## config.mk

```make
export PLATFORM = sky130hd
export DESIGN_NAME = mult_sequencer_flat
export DESIGN_NICKNAME = d
export VERILOG_FILES = /design/src/rtl/mult_sequencer_if.sv /design/src/rtl/mult_sequencer.sv /design/src/flat_wrapper.sv
export SDC_FILE = /design/constraint.sdc
export NUM_CORES = 1
export LEC_CHECK = 0
export CAP_MARGIN = 20
export CELL_PAD_IN_SITES_DETAIL_PLACEMENT = 2
export CELL_PAD_IN_SITES_GLOBAL_PLACEMENT = 2
export CORE_MARGIN = 1.5
export CORE_UTILIZATION = 29
export DETAILED_ROUTE_END_ITERATION = 10
export PLACE_DENSITY = 0.77
export SLEW_MARGIN = 20
export SYNTH_ARGS = -nofsm -noshare
export SYNTH_HDL_FRONTEND = slang
export SYNTH_SLANG_ARGS = --single-unit
```

## constraint.sdc

```tcl
create_clock -name clk -period 4 [get_ports clk]
set_input_delay 0.4 -clock clk [delete_from_list [all_inputs] [get_ports clk]]
set_output_delay 0.4 -clock clk [all_outputs]
set_load 0.02 [all_outputs]
```

## src/rtl/mult_sequencer_if.sv

```systemverilog
// Control/status bundle between mult_sequencer and the shift-and-add datapath.
interface mult_sequencer_if #(
  parameter int CNT_WIDTH = 4
);
  logic                 start;
  logic                 multiplier_lsb;
  logic                 load;
  logic                 add_en;
  logic                 shift;
  logic [CNT_WIDTH-1:0] count;
  logic                 busy;
  logic                 ready;
  logic                 done;

  modport master (
    input  start, multiplier_lsb,
    output load, add_en, shift, count, busy, ready, done
  );

  modport slave (
    output start, multiplier_lsb,
    input  load, add_en, shift, count, busy, ready, done
  );
endinterface

```

## src/rtl/mult_sequencer.sv

```systemverilog
// Sequencer for the shift-and-add multiplier: load strobe, WORD_LENGTH shift/add
// iterations gated by the multiplier LSB, then a one-cycle done pulse.
module mult_sequencer #(
  parameter int WORD_LENGTH = 8,
  parameter int CNT_WIDTH   = $clog2(WORD_LENGTH) + 1
) (
  input  logic             clk,
  input  logic             reset,
  mult_sequencer_if.master bus
);

  typedef enum logic [1:0] {
    IDLE = 2'b00,
    LOAD = 2'b01,
    RUN  = 2'b10,
    DONE = 2'b11
  } state_t;

  localparam logic [CNT_WIDTH-1:0] LAST_ITER = CNT_WIDTH'(WORD_LENGTH - 1);
  localparam logic [CNT_WIDTH-1:0] FULL_CNT  = CNT_WIDTH'(WORD_LENGTH);

  state_t               state, state_nx;
  logic                 start_d;
  logic                 start_rise;
  logic [CNT_WIDTH-1:0] count, count_nx;

  // start_d tracks start in every state, so an edge seen while busy is lost.
  assign start_rise = bus.start & ~start_d;

  always_ff @(posedge clk or negedge reset) begin
    if (!reset) begin
      state   <= IDLE;
      start_d <= 1'b0;
      count   <= '0;
    end else begin
      state   <= state_nx;
      start_d <= bus.start;
      count   <= count_nx;
    end
  end

  always_comb begin
    state_nx = state;
    count_nx = count;
    case (state)
      IDLE: begin
        if (start_rise) begin
          state_nx = LOAD;
          count_nx = '0;
        end
      end
      LOAD: state_nx = RUN;
      RUN: begin
        if (count == LAST_ITER) begin
          state_nx = DONE;
          count_nx = FULL_CNT;
        end else begin
          count_nx = count + CNT_WIDTH'(1);
        end
      end
      DONE:    state_nx = IDLE;
      default: state_nx = IDLE;
    endcase
  end

  assign bus.load   = (state == LOAD);
  assign bus.shift  = (state == RUN);
  assign bus.add_en = (state == RUN) & bus.multiplier_lsb;
  assign bus.busy   = (state == LOAD) || (state == RUN);
  assign bus.ready  = (state == IDLE);
  assign bus.done   = (state == DONE);
  assign bus.count  = count;

endmodule
```

## src/flat_wrapper.sv

```systemverilog
// flat-port wrapper written by rule: the top's interface ports become plain ports
module mult_sequencer_flat 
#(
  parameter int WORD_LENGTH = 8,
  parameter int CNT_WIDTH   = $clog2(WORD_LENGTH) + 1
)
  (clk, reset, bus_start, bus_multiplier_lsb, bus_load, bus_add_en, bus_shift, bus_count, bus_busy, bus_ready, bus_done);
  mult_sequencer_if #(.CNT_WIDTH(CNT_WIDTH)) bus_i ();
  input  logic clk;
  input  logic reset;
  input wire logic [$bits(bus_i.start)-1:0] bus_start;
  input wire logic [$bits(bus_i.multiplier_lsb)-1:0] bus_multiplier_lsb;
  output wire logic [$bits(bus_i.load)-1:0] bus_load;
  output wire logic [$bits(bus_i.add_en)-1:0] bus_add_en;
  output wire logic [$bits(bus_i.shift)-1:0] bus_shift;
  output wire logic [$bits(bus_i.count)-1:0] bus_count;
  output wire logic [$bits(bus_i.busy)-1:0] bus_busy;
  output wire logic [$bits(bus_i.ready)-1:0] bus_ready;
  output wire logic [$bits(bus_i.done)-1:0] bus_done;
  assign bus_i.start = bus_start;
  assign bus_i.multiplier_lsb = bus_multiplier_lsb;
  assign bus_load = bus_i.load;
  assign bus_add_en = bus_i.add_en;
  assign bus_shift = bus_i.shift;
  assign bus_count = bus_i.count;
  assign bus_busy = bus_i.busy;
  assign bus_ready = bus_i.ready;
  assign bus_done = bus_i.done;
  mult_sequencer #(.WORD_LENGTH(WORD_LENGTH), .CNT_WIDTH(CNT_WIDTH)) u_core (.clk(clk), .reset(reset), .bus(bus_i));
endmodule
```

# Word level (Yosys, flattened, before mapping)
# Index checks and enable logic that the tools add are counted.
# totals
reg_bits	7
latchBits	0
ram_bits	0
mem_bits_ro	0
wordCells	24
mem_count	0
# classes
add_sub_neg	1
mul	0
div	0
magnitude_cmp	0
eq_ne	6
shift	0
n_mux	6
bitwise_logic	3
reduce_logical	5
# ops
op	n
$mux 4	2
$pmux 2 s4	1
$pmux 4 s2	1
$add 4x1->4 const B	1
$eq 2x2->1 const B	2
$eq 4x3->1 const B	1
$mux 2	2
$ne 2x1->1 const B	2
$reduce_and 2->1	2
$and 1x1->1	2
$eq 2x1->1 const B	1
$logic_not 2->1	1
$reduce_bool 2->1	1
$logic_or 1x1->1	1
$not 1->1	1

# Logic depth before layout (Yosys ltp)
# depth
depth_word	4
depth_mapped	6

# Least setup slack after synthesis
# Ideal clock, no wire load.
# synth_timing
path_type	reg2out
from	register u_core.state[0]
to	output bus_add_en
t_arrival_ns	1.238
t_required_ns	3.600
slack_ns	2.362
path_stages_with_launch	5
cell_sequence	dfrtp_1 > inv_1 > ha_1 > buf_2 > and2_1
# synth_via
elab_chain_len	2
# synth_rtl
item	line	text
start, declared	mult_sequencer.sv:22	state_t state, state_nx;
start signal, assigned	mult_sequencer.sv:36	state <= state_nx;
$eq 2x2->1	n/a	
via bus_shift	flat_wrapper.sv:15	output wire logic [$bits(bus_i.shift)-1:0] bus_shift;
$and 1x1->1	mult_sequencer.sv:68	assign bus.add_en = (state == RUN) & bus.multiplier_lsb;
end, declared	flat_wrapper.sv:14	output wire logic [$bits(bus_i.add_en)-1:0] bus_add_en;
# The timed path passes the listed nets, and every way through them passes these cells.

# Worst setup path after layout
# layout_timing
from	register u_core.state[0]
to	output bus_add_en
# layout_via
elab_chain_len	2
# layout_rtl
item	line
$eq 2x2->1	mult_sequencer.sv:68
$and 1x1->1	mult_sequencer.sv:68
# No other way between the ends.

==> results.txt <==
----------------------------------------------------
[Critical path]
  Cell-by-cell trace of the critical path ... inv_1 > ha_1 > and2_1 > clkdlybuf4s50_1
  Slowest cell on crit path ... clkdlybuf4s50_1
  Top Family by Delay on Critical Path ... buffers and inverters
  Crit. End Element ... output pin
  Largest stage delay on the critical path ... 0.59 ns
  Setup slack on the worst flop-to-flop path ... 2.28 ns
  Critical path required time ... 3.60 ns
  CP Max Fanout ... 13
  Total buffers and inverters traversed by the critical path ... 2
  Signal arrival time at the worst endpoint ... 1.97 ns
  Type of element launching the critical path ... flop
  WS Path Type ... flop to output pin

[Clock tree]
  Hold-fix buffers at CTS ... 0
  TritonCTS Buffers ... 3
  TritonCTS clock tree ... yes
  Root Buffer ... clkbuf_4
  Buffer count from post-CTS setup fixing ... 0
  Cells resized by post-CTS repair ... 0
  Clock-pin slew on the worst setup and hold paths ... 0.06 ns
  Clock net sink count ... 7
  CTS max path bufs ... 2
  Clock network latency to the later pin of the worst-skew pair ... 0.25 ns
  Number of H-tree levels ... 1

[Worst hold path]
  Tightest Hold Check Type ... input port to asynchronous set/reset pin

[Yosys]
  Most used DFF post-synth ... dfrtp_1
  Netlist cell types ... 27
  Number of synthesized flops with an enable pin ... 0
  Count of state elements after synthesis ... 7
  Number of instances in the synthesized netlist ... 43
  Per-instance average area after synthesis ... 10.8 µm²
  Netlist area before placement ... 464 µm²
  Share of synthesized area occupied by flip-flops and latches ... 0.377
  Yosys warning count ... 0
  Post-synth ARST share ... 1.00
  Post-synth net total ... 52

[Cells and area]
  Number of antenna repair diodes ... 0
  Final nets ... 69
  Most frequent cells in the layout ... clkdlybuf4s50_1 (13), dfrtp_1 (7), ha_1 (5)
  Number of standard cells in the layout, taps in and fillers out ... 75
  Layout area overhead ... 36.9%
  Most common cell after layout, fill and taps aside ... clkdlybuf4s50_1
  Layout cells sized above 1 ... 0.169

[GRT]
  Pin count of the biggest net entering global routing ... 14
  Number of global-route vias before repair ... 411
  Global router's overall resource usage ... 0.149
  Congestion Overflow GR ... 0
  Wire length of the first global-routing pass ... 1990 µm
  Initial antenna violation count ... 0

[Detailed routing]
  Detailed Route Iter0 Violations ... 5
  ANT nets after route ... 0
  Drt wl/cell ... 15.0 µm
  Drt via density ... 5.25
  First-pass DRT Iterations ... 3
  Vias after detailed routing ... 394
  DRC violations left ... 0
  Total wire length after detailed routing ... 1120 µm

[Die]
  Core box area ... 1510 µm²
  Floorplan row count ... 14
  Die footprint ... 1850 µm²
  Number of placed I/O pins ... 14
  Die height ... 43.0 µm
  Horiz. Die Dim ... 43.0 µm
  Effective utilization at floorplan ... 0.308

[Outcome]
  Outcome ... completed

[Timing]
  Number of hold-slack violations in the final timing report ... 0
  Final min period ... 2.37 ns
  Relative slew slack ... 0.710
  Final Cycle Share ... 0.593
  Maximum clock frequency ... 421 MHz
  Fin Setup TNS ... 0 ns
  Actual transition at the worst max-transition pin ... 0.434 ns
  Smallest setup slack after layout ... 1.63 ns
  Max-slew violations ... 0
  Setup Skew ... 0.00586 ns
  Final setup vio count ... 0
  Unrepaired setup endpoints after global routing ... no

[Placed design]
  Port Buffer Count ... 13
  Inst Count DP ... 71
  Routability cong. ... 0.653
  Pre-CTS worst setup slack ... 1.88 ns
  Half-perimeter wire length of the detailed placement result ... 881 µm

[Pwr]
  Worst IR drop on VDD ... 486 µV
  Total power per unit cell area ... 950 nW/µm²
  P_leak ... 0.270 nW

[Run]
  Number of violations of the max-capacitance limit ... 0

----------------------------------------------------
[worst register-to-register path, cell delays in order, from the launching register on]
cell and delay (ns):
dfrtp_1 0.41, inv_1 0.10, ha_1 0.43, a21boi_2 0.29, nor2_2 0.08, mux2_4 0.29
[sequential cells by signal, indices dropped and copies added, names as in the netlist]
signal	cells
u_core.bus.count	4
u_core.state	2
u_core.start_d	1
[through the flow]
step | util | area (µm²) | power [W] | hold WS, ns
5_1_grt | 0.422 | 636 | 0.000665 | 0.434
6_report | 0.422 | 636 | 0.000604 | 0.424
4_1_cts | 0.422 | 636 | 0.000618 | 0.439
3_3_place_gp | 0.404 | 609 | 0.000541 | 0.553
2_1_floorplan | - | 464 | 0.000405 | 0.104
3_5_place_dp | 0.404 | 609 | 0.000546 | 0.572
[worst paths after layout]
path,from,endpoint,cells after the start
max,u_core.state[0],bus_add_en,4
min,reset,u_core.bus.count[1],1
max reg2reg,u_core.state[0],u_core.state[1],5
min reg2reg,u_core.state[1],u_core.state[1],1
max in group asynchronous,reset,u_core.bus.count[2],1
min in group clk,u_core.state[1],u_core.state[1],1
[Yosys cell counts (2+ instances only)]
master | number | area (µm²)
nor2b_4 | 2 | 27.5
dfrtp_1 | 7 | 175
nand3_1 | 2 | 10.0
o21ai_0 | 2 | 10.0
a21oi_1 | 3 | 15.0
inv_1 | 2 | 7.51
ha_1 | 5 | 62.6
[cell type report]
cell class,instances,area (µm²)
repair buffers,13,130
clock buffers,4,26.3
flip-flops and latches,7,175
fillers,174,871
multi-input cells,33,277
inverters,2,7.51
well taps,16,20.0
[report_power, final]
group          total (W)  switching [W]  internal, W
Combinational   0.000397       0.000198     0.000199
Sequential      0.000142      0.0000403     0.000101
Clock          0.0000654      0.0000273    0.0000382
[cell families after synthesis]
kind of cell    synth area share
compound gates             0.199
simple gates               0.189
flops                      0.377
fa+ha+maj                  0.135
buf+inv                   0.0269
mux                       0.0539
xor+xnor                  0.0189
[layer usage]
metal	track usage	routed length, µm
met4	0.0727	19
met1	0.207	506
met3	0.0255	48
met5	0	0
met2	0.221	548
No activity file was read; power rests on OpenSTA's default activity.
